--- src/rtl/sram_block_ctrl_if.sv ---
// SRAM block controller bus bundle.
// Master drives 68k-side request lines; slave returns selects and acks.
interface sram_block_ctrl_if #(
  parameter int ADDR_WIDTH = 17,
  parameter int BLOCK_BITS = 2
);
  localparam int NUM_BLOCKS = 1 << BLOCK_BITS;

  logic [ADDR_WIDTH-1:0] Address;
  logic                  SRamSelect_H;
  logic                  AS_L;
  logic [NUM_BLOCKS-1:0] BlockEnable_H;
  logic [NUM_BLOCKS-1:0] BlockSel_H;
  logic                  Dtack_L;
  logic                  Berr_L;
  logic                  Busy_H;

  modport master (
    output Address,
    output SRamSelect_H,
    output AS_L,
    output BlockEnable_H,
    input  BlockSel_H,
    input  Dtack_L,
    input  Berr_L,
    input  Busy_H
  );

  modport slave (
    input  Address,
    input  SRamSelect_H,
    input  AS_L,
    input  BlockEnable_H,
    output BlockSel_H,
    output Dtack_L,
    output Berr_L,
    output Busy_H
  );
endinterface

--- src/rtl/sram_block_ctrl.sv ---
// Clocked SRAM block decoder: registered one-hot block select,
// wait-state Dtack_L generation and Berr_L for masked blocks.
module sram_block_ctrl #(
  parameter  int ADDR_WIDTH  = 17,
  parameter  int BLOCK_BITS  = 2,
  parameter  int WAIT_STATES = 2,
  localparam int NUM_BLOCKS  = 1 << BLOCK_BITS
) (
  input logic              Clk,
  input logic              Reset_L,
  sram_block_ctrl_if.slave bus
);

  typedef enum logic [1:0] {
    S_IDLE = 2'd0,
    S_WAIT = 2'd1,
    S_ACK  = 2'd2,
    S_ERR  = 2'd3
  } state_t;

  state_t state_q;
  state_t state_d;

  logic [3:0]            cnt_q;
  logic [3:0]            cnt_d;
  logic [NUM_BLOCKS-1:0] sel_q;
  logic [NUM_BLOCKS-1:0] sel_d;
  logic                  dtack_q;
  logic                  dtack_d;
  logic                  berr_q;
  logic                  berr_d;

  logic [BLOCK_BITS-1:0] idx;
  logic                  start;
  logic                  hit;
  logic                  as_hi;
  logic                  unused_addr;

  // Block index comes from the top address lines; only IDLE looks at it.
  assign idx   = bus.Address[ADDR_WIDTH-1 -: BLOCK_BITS];
  assign start = bus.SRamSelect_H & ~bus.AS_L;
  assign hit   = bus.BlockEnable_H[idx];
  assign as_hi = bus.AS_L;

  assign unused_addr =
    ^bus.Address[ADDR_WIDTH-BLOCK_BITS-1:0];

  // State register.
  always_ff @(posedge Clk or negedge Reset_L) begin
    if (!Reset_L) begin
      state_q <= S_IDLE;
    end else begin
      state_q <= state_d;
    end
  end

  // Next state: AS_L high always ends the cycle, even at counter zero.
  always_comb begin
    state_d = state_q;
    unique case (state_q)
      S_IDLE: begin
        if (start) begin
          state_d = hit ? S_WAIT : S_ERR;
        end
      end
      S_WAIT: begin
        if (as_hi) begin
          state_d = S_IDLE;
        end else if (cnt_q == 4'd0) begin
          state_d = S_ACK;
        end
      end
      S_ACK: begin
        if (as_hi) begin
          state_d = S_IDLE;
        end
      end
      S_ERR: begin
        if (as_hi) begin
          state_d = S_IDLE;
        end
      end
      default: state_d = S_IDLE;
    endcase
  end

  // Next values of the registered outputs and the wait counter.
  always_comb begin
    sel_d   = sel_q;
    dtack_d = dtack_q;
    berr_d  = berr_q;
    cnt_d   = cnt_q;
    unique case (state_q)
      S_IDLE: begin
        sel_d   = '0;
        dtack_d = 1'b1;
        berr_d  = 1'b1;
        cnt_d   = 4'd0;
        if (start) begin
          if (hit) begin
            sel_d = NUM_BLOCKS'(1) << idx;
            cnt_d = 4'(WAIT_STATES);
          end else begin
            berr_d = 1'b0;
          end
        end
      end
      S_WAIT: begin
        if (as_hi) begin
          sel_d   = '0;
          dtack_d = 1'b1;
          berr_d  = 1'b1;
          cnt_d   = 4'd0;
        end else if (cnt_q == 4'd0) begin
          dtack_d = 1'b0;
        end else begin
          cnt_d = cnt_q - 4'd1;
        end
      end
      S_ACK: begin
        if (as_hi) begin
          sel_d   = '0;
          dtack_d = 1'b1;
          berr_d  = 1'b1;
        end
        cnt_d = 4'd0;
      end
      S_ERR: begin
        sel_d   = '0;
        dtack_d = 1'b1;
        if (as_hi) begin
          berr_d = 1'b1;
        end
        cnt_d = 4'd0;
      end
      default: begin
        sel_d   = '0;
        dtack_d = 1'b1;
        berr_d  = 1'b1;
        cnt_d   = 4'd0;
      end
    endcase
  end

  // Output and counter registers.
  always_ff @(posedge Clk or negedge Reset_L) begin
    if (!Reset_L) begin
      sel_q   <= '0;
      dtack_q <= 1'b1;
      berr_q  <= 1'b1;
      cnt_q   <= 4'd0;
    end else begin
      sel_q   <= sel_d;
      dtack_q <= dtack_d;
      berr_q  <= berr_d;
      cnt_q   <= cnt_d;
    end
  end

  assign bus.BlockSel_H = sel_q;
  assign bus.Dtack_L    = dtack_q;
  assign bus.Berr_L     = berr_q;
  assign bus.Busy_H     = (state_q != S_IDLE);

  // Dtack_L and Berr_L are mutually exclusive.
  a_excl: assert property (
    @(posedge Clk) disable iff (!Reset_L)
    !(!dtack_q && !berr_q)
  );

  // Block select never has more than one bit set.
  a_onehot: assert property (
    @(posedge Clk) disable iff (!Reset_L)
    $onehot0(sel_q)
  );

endmodule
--- src/flat_wrapper.sv ---
// flat-port wrapper written by rule: the top's interface ports become plain ports
module sram_block_ctrl_flat 
#(
  parameter  int ADDR_WIDTH  = 17,
  parameter  int BLOCK_BITS  = 2,
  parameter  int WAIT_STATES = 2,
  localparam int NUM_BLOCKS  = 1 << BLOCK_BITS
)
  (Clk, Reset_L, bus_Address, bus_SRamSelect_H, bus_AS_L, bus_BlockEnable_H, bus_BlockSel_H, bus_Dtack_L, bus_Berr_L, bus_Busy_H);
  sram_block_ctrl_if #(.ADDR_WIDTH(ADDR_WIDTH), .BLOCK_BITS(BLOCK_BITS)) bus_i ();
  input logic Clk;
  input logic Reset_L;
  input wire logic [$bits(bus_i.Address)-1:0] bus_Address;
  input wire logic [$bits(bus_i.SRamSelect_H)-1:0] bus_SRamSelect_H;
  input wire logic [$bits(bus_i.AS_L)-1:0] bus_AS_L;
  input wire logic [$bits(bus_i.BlockEnable_H)-1:0] bus_BlockEnable_H;
  output wire logic [$bits(bus_i.BlockSel_H)-1:0] bus_BlockSel_H;
  output wire logic [$bits(bus_i.Dtack_L)-1:0] bus_Dtack_L;
  output wire logic [$bits(bus_i.Berr_L)-1:0] bus_Berr_L;
  output wire logic [$bits(bus_i.Busy_H)-1:0] bus_Busy_H;
  assign bus_i.Address = bus_Address;
  assign bus_i.SRamSelect_H = bus_SRamSelect_H;
  assign bus_i.AS_L = bus_AS_L;
  assign bus_i.BlockEnable_H = bus_BlockEnable_H;
  assign bus_BlockSel_H = bus_i.BlockSel_H;
  assign bus_Dtack_L = bus_i.Dtack_L;
  assign bus_Berr_L = bus_i.Berr_L;
  assign bus_Busy_H = bus_i.Busy_H;
  sram_block_ctrl #(.ADDR_WIDTH(ADDR_WIDTH), .BLOCK_BITS(BLOCK_BITS), .WAIT_STATES(WAIT_STATES)) u_core (.Clk(Clk), .Reset_L(Reset_L), .bus(bus_i));
endmodule
--- config.mk ---
export PLATFORM = sky130hd
export DESIGN_NAME = sram_block_ctrl_flat
export DESIGN_NICKNAME = d
export VERILOG_FILES = /design/src/rtl/sram_block_ctrl_if.sv /design/src/rtl/sram_block_ctrl.sv /design/src/flat_wrapper.sv
export SDC_FILE = /design/constraint.sdc
export NUM_CORES = 1
export LEC_CHECK = 0
export ABC_AREA = 1
export CELL_PAD_IN_SITES_DETAIL_PLACEMENT = 0
export CELL_PAD_IN_SITES_GLOBAL_PLACEMENT = 1
export CORE_ASPECT_RATIO = 1.25
export CORE_UTILIZATION = 30
export DETAILED_ROUTE_END_ITERATION = 10
export PLACE_DENSITY = 0.75
export SLEW_MARGIN = 20
export SYNTH_ARGS = -nofsm -noshare
export SYNTH_HDL_FRONTEND = slang
export SYNTH_SLANG_ARGS = --single-unit
--- constraint.sdc ---
create_clock -name Clk -period 1.6 [get_ports Clk]
set_clock_uncertainty 0.15 [all_clocks]
set_input_delay 0.4 -clock Clk [delete_from_list [all_inputs] [get_ports Clk]]
set_output_delay 0.4 -clock Clk [all_outputs]
set_load 0.005 [all_outputs]
==> flow_summary_export.csv <==
group,metric,value,unit
setup_path,slowest_stage,"dfrtp_1",
clock_network,h-tree-depth,1,
cells_and_area,area_growth_syn_to_layout,48.5,%
clock_network,tritoncts,"yes",
timing,fin_crit_sh,97.9,%
timing,fmax,638,MHz
cells_and_area,diodes,0,
drt,ant_nets,0,
timing,fin_crit,1.57,ns
setup_path,path_cells,"inv_2 -> ha_4 -> inv_1 -> clkbuf_2",
setup_path,crit_path_end_kind,"primary output",
grt,grt_start_max_net_pins,9,
placement,dp_hpwl,1260,microns
timing,drv_slew,0,
drt,drt_iter0_drc,8,
clock_network,numCtsBuffers,3,
setup_path,ff2ff_path_depth,8,
logic_synthesis,synth_seq_cells,12,
logic_synthesis,synth_compound_area_share,9.83,%
setup_path,worst-setup-path-type,"reg2out",
logic_synthesis,synth_area_leaders,"dfrtp_1 (31%), ha_1 (12%), nand2_1 (8.8%), nand3_1 (8.6%), dfstp_2 (6.5%)",
logic_synthesis,synth-async-reset-ratio,100,%
power_and_ir_drop,p_leak,0.615,nW
setup_path,slowest_delay,0.40,ns
drt,routed_via_density,4.26,
grt,grt_pass1_wl,2740,microns
placement,place.gp.congestion,0.778,
outcome,outcome,"completed",
logic_synthesis,synth_edf_count,0,
flow_run,max_cap_violations,0,
clock_network,cts_root_buf,"clkbuf_4",
timing,setup_viol,0,
setup_path,worstReg2RegStart,"u_core.state_q[0]",
setup_path,r2r-end,"u_core.state_q[1]",
setup_path,critPathRequiredTime,1.05,ns
clock_network,cts.clk_slew.worst_paths,0.08,ns
grt,overflow,0,
cells_and_area,drive_gt1_share,37.7,%
logic_synthesis,synth_fa_ha_area_share,12.3,%
drt,vias,695,
setup_path,cp.arrival,1.02,ns
drt,firstDrtPassIters,4,
logic_synthesis,synth_xor_area_share,2.15,%
cells_and_area,fillers,254,
clock_network,clk_latency,0.27,ns
clock_network,clkSinkCount,12,
placement,port_buffers,16,
drt,detail_route.wl_per_cell,9.92,microns
logic_synthesis,synth_ff_type,"dfrtp_1",
logic_synthesis,syn_area,815,sq um
cells_and_area,fin_util,48.4,%
timing,slew_headroom,84.7,%
logic_synthesis,synth_nets,130,
logic_synthesis,synth_top_family_by_area,"simple AND/OR/NAND/NOR gates",
floorplanning,row_count,20,
logic_synthesis,synth_cell_types,21,
drt,drcViolationCount,0,
timing,hold_violations,0,
logic_synthesis,yosysTopAreaCell,"dfrtp_1",
clock_network,hold_buffers,0,
floorplanning,coreArea,2500,sq um
logic_synthesis,syn_inst,97,
grt,grt_usage,12.2,%
setup_path,cp_max_fo,2,
setup_path,r2r_setup_slack,0.09,ns
power_and_ir_drop,irDropWorstVdd,0.868,mV
grt,antenna_found_initial,0,
logic_synthesis,synth.top_cell.area_share,30.7,%
floorplanning,die-area,2930,sq um
floorplanning,die_w,48.6,microns
logic_synthesis,synthSimpleGateAreaFrac,30.3,%
timing,worstMarginPinSlew,0.228,ns
logic_synthesis,ys_seq_area_share,37.2,%
logic_synthesis,synthMuxAreaShare,0,%
timing,setup_tns,0,ns
power_and_ir_drop,power.density,1340,nW/um^2
logic_synthesis,synth_warnings,0,
grt,grt_pass1_vias,674,
logic_synthesis,avgSynthCellArea,8.40,sq um
clock_network,clock_path_buffers,2,
floorplanning,die_h,60.3,microns
logic_synthesis,synth.most_common_cell,"nand2_1",
worst_hold_path,hold_path_class,"in2async",
logic_synthesis,ys_top_cells_by_count,"nand2_1 (19), nand3_1 (14), inv_1 (12)",
floorplanning,start_util,32.5,%
floorplanning,ioPinCount,32,
drt,routed_wl,1620,microns
cells_and_area,nets,164,
setup_path,start_kind,"flip-flop",
[sequential cells by signal (all words and copies together), names as in the netlist]
register / cells
u_core.bus.Berr_L: 1
u_core.state_q: 2
u_core.bus.BlockSel_H: 4
u_core.cnt_q: 4
u_core.bus.Dtack_L: 1
[where the power goes]
part           switching [W]  internal, W  total, W
logic               0.000523     0.000450  0.000973
registers          0.0000343     0.000372  0.000406
clock network       0.000101     0.000138  0.000239
total               0.000658     0.000960   0.00162
[logic make-up after synthesis]
kind of cell	after synthesis
simple gates	49
buf+inv	16
flops	12
compound gates	10
fa+ha+maj	8
xor+xnor	2
[worst max-delay path, delay by kind of cell, from the launching register on]
kind | cells | cell delay, ns
buffers and inverters | 3 | 0.22
flip-flops | 1 | 0.40
adder cells (fa/ha/maj) | 1 | 0.13
[through the flow]
stage          hold slack [ns]  cell area, sq um  worst slack [ns]  instances  total power (W)
2_1_floorplan          -0.0456               815             0.223         97         0.000911
3_3_place_gp             0.310              1090            -0.158        157          0.00120
3_5_place_dp             0.315              1090            -0.181        157          0.00121
4_1_cts                  0.196              1140            -0.149        163          0.00147
5_1_grt                  0.195              1210          -0.00716        163          0.00175
6_report                 0.194              1210            0.0338        163          0.00162
[cell usage in the layout, fill, tap and decap left out, drive strengths merged]
| cell | synthesis | final |
|---|---|---|
| clkdlybuf4s50 | 0 | 9 |
| a21oi | 1 | 1 |
| o21ai | 9 | 9 |
| inv | 15 | 15 |
| clkbuf | 0 | 5 |
| nand3 | 15 | 15 |
| xor2 | 1 | 1 |
| dfrtp | 10 | 10 |
| nand2 | 25 | 25 |
| dfstp | 2 | 2 |
| buf | 1 | 14 |
| clkdlybuf4s15 | 0 | 2 |
| nor2 | 8 | 8 |
| dlygate4sd2 | 0 | 4 |
| ha | 8 | 8 |
| nor3 | 1 | 1 |
| xnor2 | 1 | 1 |
[routing by layer]
layer / up-vias / global-route usage (%) / share of wire (%)
met5: - / 0 / 0
met4: 0 / 5.04 / 0.49
met3: 2 / 2.29 / 2.4
met2: 10 / 22.4 / 50
met1: 311 / 13.9 / 47
li1: 372 / - / -
[layout make-up]
type / instances / area, sq um / area share, %
Tap cell: 33 / 41.3 / 3.41
Multi-Input combinational cell: 69 / 518 / 42.8
Inverter: 15 / 56.3 / 4.65
Clock buffer: 4 / 36.3 / 3.00
Timing Repair Buffer: 30 / 255 / 21.1
Sequential cell: 12 / 303 / 25.0
[how the worst max path moves through the flow]
stage | slack, ns | cells past startpoint | start | to
final | 0.03 | 4 | u_core.state_q[1] | bus_Busy_H
after global routing | -0.007 | 4 | u_core.state_q[1] | bus_Busy_H
after CTS | -0.15 | 4 | u_core.state_q[0] | bus_Busy_H
after detailed placement | -0.18 | 8 | bus_AS_L | u_core.state_q[0]
after global placement | -0.16 | 9 | bus_AS_L | u_core.state_q[1]
after floorplan | 0.22 | 8 | u_core.state_q[0] | u_core.state_q[1]
[what timing repair did]
item / in CTS / in global routing
setup buffers: 2 / 4
gates cloned: 0 / 0
resized for setup: 10 / 18
pin swaps: 0 / 10
endpoints found under the setup margin: 7 / 6
No activity file was read; power rests on OpenSTA's default activity.
==> RTL edit, RTL diff (config.mk and constraints unchanged) <==
`BLOCK_BITS` is set to 2 in 3 places; all go to 1.
--- a/src/rtl/sram_block_ctrl_if.sv
+++ b/src/rtl/sram_block_ctrl_if.sv
@@ -2,7 +2,7 @@
 // Master drives 68k-side request lines; slave returns selects and acks.
 interface sram_block_ctrl_if #(
   parameter int ADDR_WIDTH = 17,
-  parameter int BLOCK_BITS = 2
+  parameter int BLOCK_BITS = 1
 );
   localparam int NUM_BLOCKS = 1 << BLOCK_BITS;
 
--- a/src/rtl/sram_block_ctrl.sv
+++ b/src/rtl/sram_block_ctrl.sv
@@ -2,7 +2,7 @@
 // wait-state Dtack_L generation and Berr_L for masked blocks.
 module sram_block_ctrl #(
   parameter  int ADDR_WIDTH  = 17,
-  parameter  int BLOCK_BITS  = 2,
+  parameter  int BLOCK_BITS  = 1,
   parameter  int WAIT_STATES = 2,
   localparam int NUM_BLOCKS  = 1 << BLOCK_BITS
 ) (
--- a/src/flat_wrapper.sv
+++ b/src/flat_wrapper.sv
@@ -2,7 +2,7 @@
 module sram_block_ctrl_flat 
 #(
   parameter  int ADDR_WIDTH  = 17,
-  parameter  int BLOCK_BITS  = 2,
+  parameter  int BLOCK_BITS  = 1,
   parameter  int WAIT_STATES = 2,
   localparam int NUM_BLOCKS  = 1 << BLOCK_BITS
 )
Interface: changed (resized bus_BlockEnable_H and bus_BlockSel_H); port bits go from 32 to 28. No check against the original RTL was run, so the function may have changed too.
==> RTL edit against the original RTL <==
  * Routed wire length is 20% lower
  * Design area is 23% lower
  * Sequential cell count down 2
  * Power down 18%
  * Setup slack improved by 0.021 ns
  * Clock power fell by 26%
  * Utilization decreased by 2.7 points
  * Area after synthesis fell by 16%
==> RTL edit: results (changes against the original RTL) <==
layout cell share with drive strength beyond 1=0.295 (-0.0817); GRT Overall Usage=0.131 (+0.00899); CP max stage cell=dfstp_2; RD Place Congestion=0.747 (-4.0%); largest net degree at the start of global routing=11 (+2); Synth Area in XOR/XNOR=0.0128 (-0.00866); vias per cell=4.23 (-0.80%); first-pass GRT wire length=2400 um (-12%); Async S/R FF share, synth=1.00 (unchanged); leakage=0.488 nW (-21%); Placement Setup Slack=-0.114 ns (+0.0672 ns); dpl hpwl=1040 um (-18%); DRT Wirelength=1300 um (-20%); vias in the first global route=578 (-14%); Synth top cells by count=nand2_1 (22), inv_1 (9), dfrtp_1 (8), ha_1 (8), nand3_1 (8); met1 global-route usage=0.160 (+0.0204); fillers=222 (-13%); status=complete, no violations; PostCTS Resize Cnt=5 (-5); Compound-Gate Fraction of Synth Area=0.0716 (-0.0268); met3 wire len=38 um (-2.6%); Adder-Cell Fraction of Synth Area=0.147 (+0.0239); PortBufs=11 (-5); Worst slew margin=0.879 (+0.0315); CP peak stage delay=0.53 ns (+0.13 ns); Setup Fix Bufs, Post-CTS=0 (-2); DP Area=905 um2 (-17%); met1 WL=629 um (-16%); sequential fraction of the synthesis area=0.371 (-0.00109); drt first pass iters=3 (-1); met2 Usage GRT=0.210 (-0.0141); largest vdd supply drop=0.812 mV (-6.5%); nets=138 (-16%); syn_nets=112 (-14%); number of distinct library cells after synthesis=23 (+9.5%); crit path from=u_core.bus.Berr_L; met3 usage=0.0294 (+0.00651); top cells by area, synth=dfrtp_1 (29%), ha_1 (15%), nand2_1 (12%), dfstp_2 (7.7%), nand3_1 (5.9%); met2 routed WL=603 um (-26%)
## RTL edit: cell types whose count changed after synthesis, sizes merged, moves of 2 or more
cell,unedited run,this run
dfrtp,10,8
inv,15,11
nand3,15,9
nor2,8,4
o21ai,9,4
## RTL edit: worst paths after layout
kind                       depth (start not counted)  slack [ns]            endpoint
setup / recovery                                   1        0.05          bus_Berr_L
hold / removal                                     2        0.28     u_core.cnt_q[0]
setup reg to reg                                   7        0.13   u_core.state_q[1]
hold reg to reg                                    2        0.31  u_core.bus.Dtack_L
max in group asynchronous                          2        0.80  u_core.bus.Dtack_L
min in group Clk                                   2        0.31  u_core.bus.Dtack_L
## RTL edit: worst reg2reg max path, stage by stage (launching register included)
cell,delay [ns]
dfrtp_1,0.36
inv_2,0.06
buf_4,0.13
ha_1,0.24
o21ai_4,0.19
and2_1,0.14
nand3_1,0.07
nand2_1,0.06
## RTL edit: power by group
| part | total, mW | internal (mW) | switching [mW] | leakage (nW) |
|---|---|---|---|---|
| combinational | 0.780 | 0.382 | 0.398 | 0.345 |
| sequential | 0.361 | 0.325 | 0.0355 | 0.129 |
| clock | 0.178 | 0.0870 | 0.0906 | 0.0138 |
| total | 1.32 | 0.795 | 0.524 | 0.488 |
## RTL edit: layout make-up
type	count	area, um2	share of cell area
Clock buffer	3	22.5	0.0241
Sequential cell	10	253	0.270
Tap cell	30	37.5	0.0402
Timing Repair Buffer	21	178	0.190
Multi-Input combinational cell	60	398	0.426
Inverter	11	46.3	0.0495
## RTL edit: per-stage QoR
stage / setup TNS [ns] / cells
finish: 0 / 135
global route: 0 / 135
CTS: -0.147 / 135
detailed placement: -0.524 / 132
global placement: -0.415 / 132
floorplan: 0 / 81
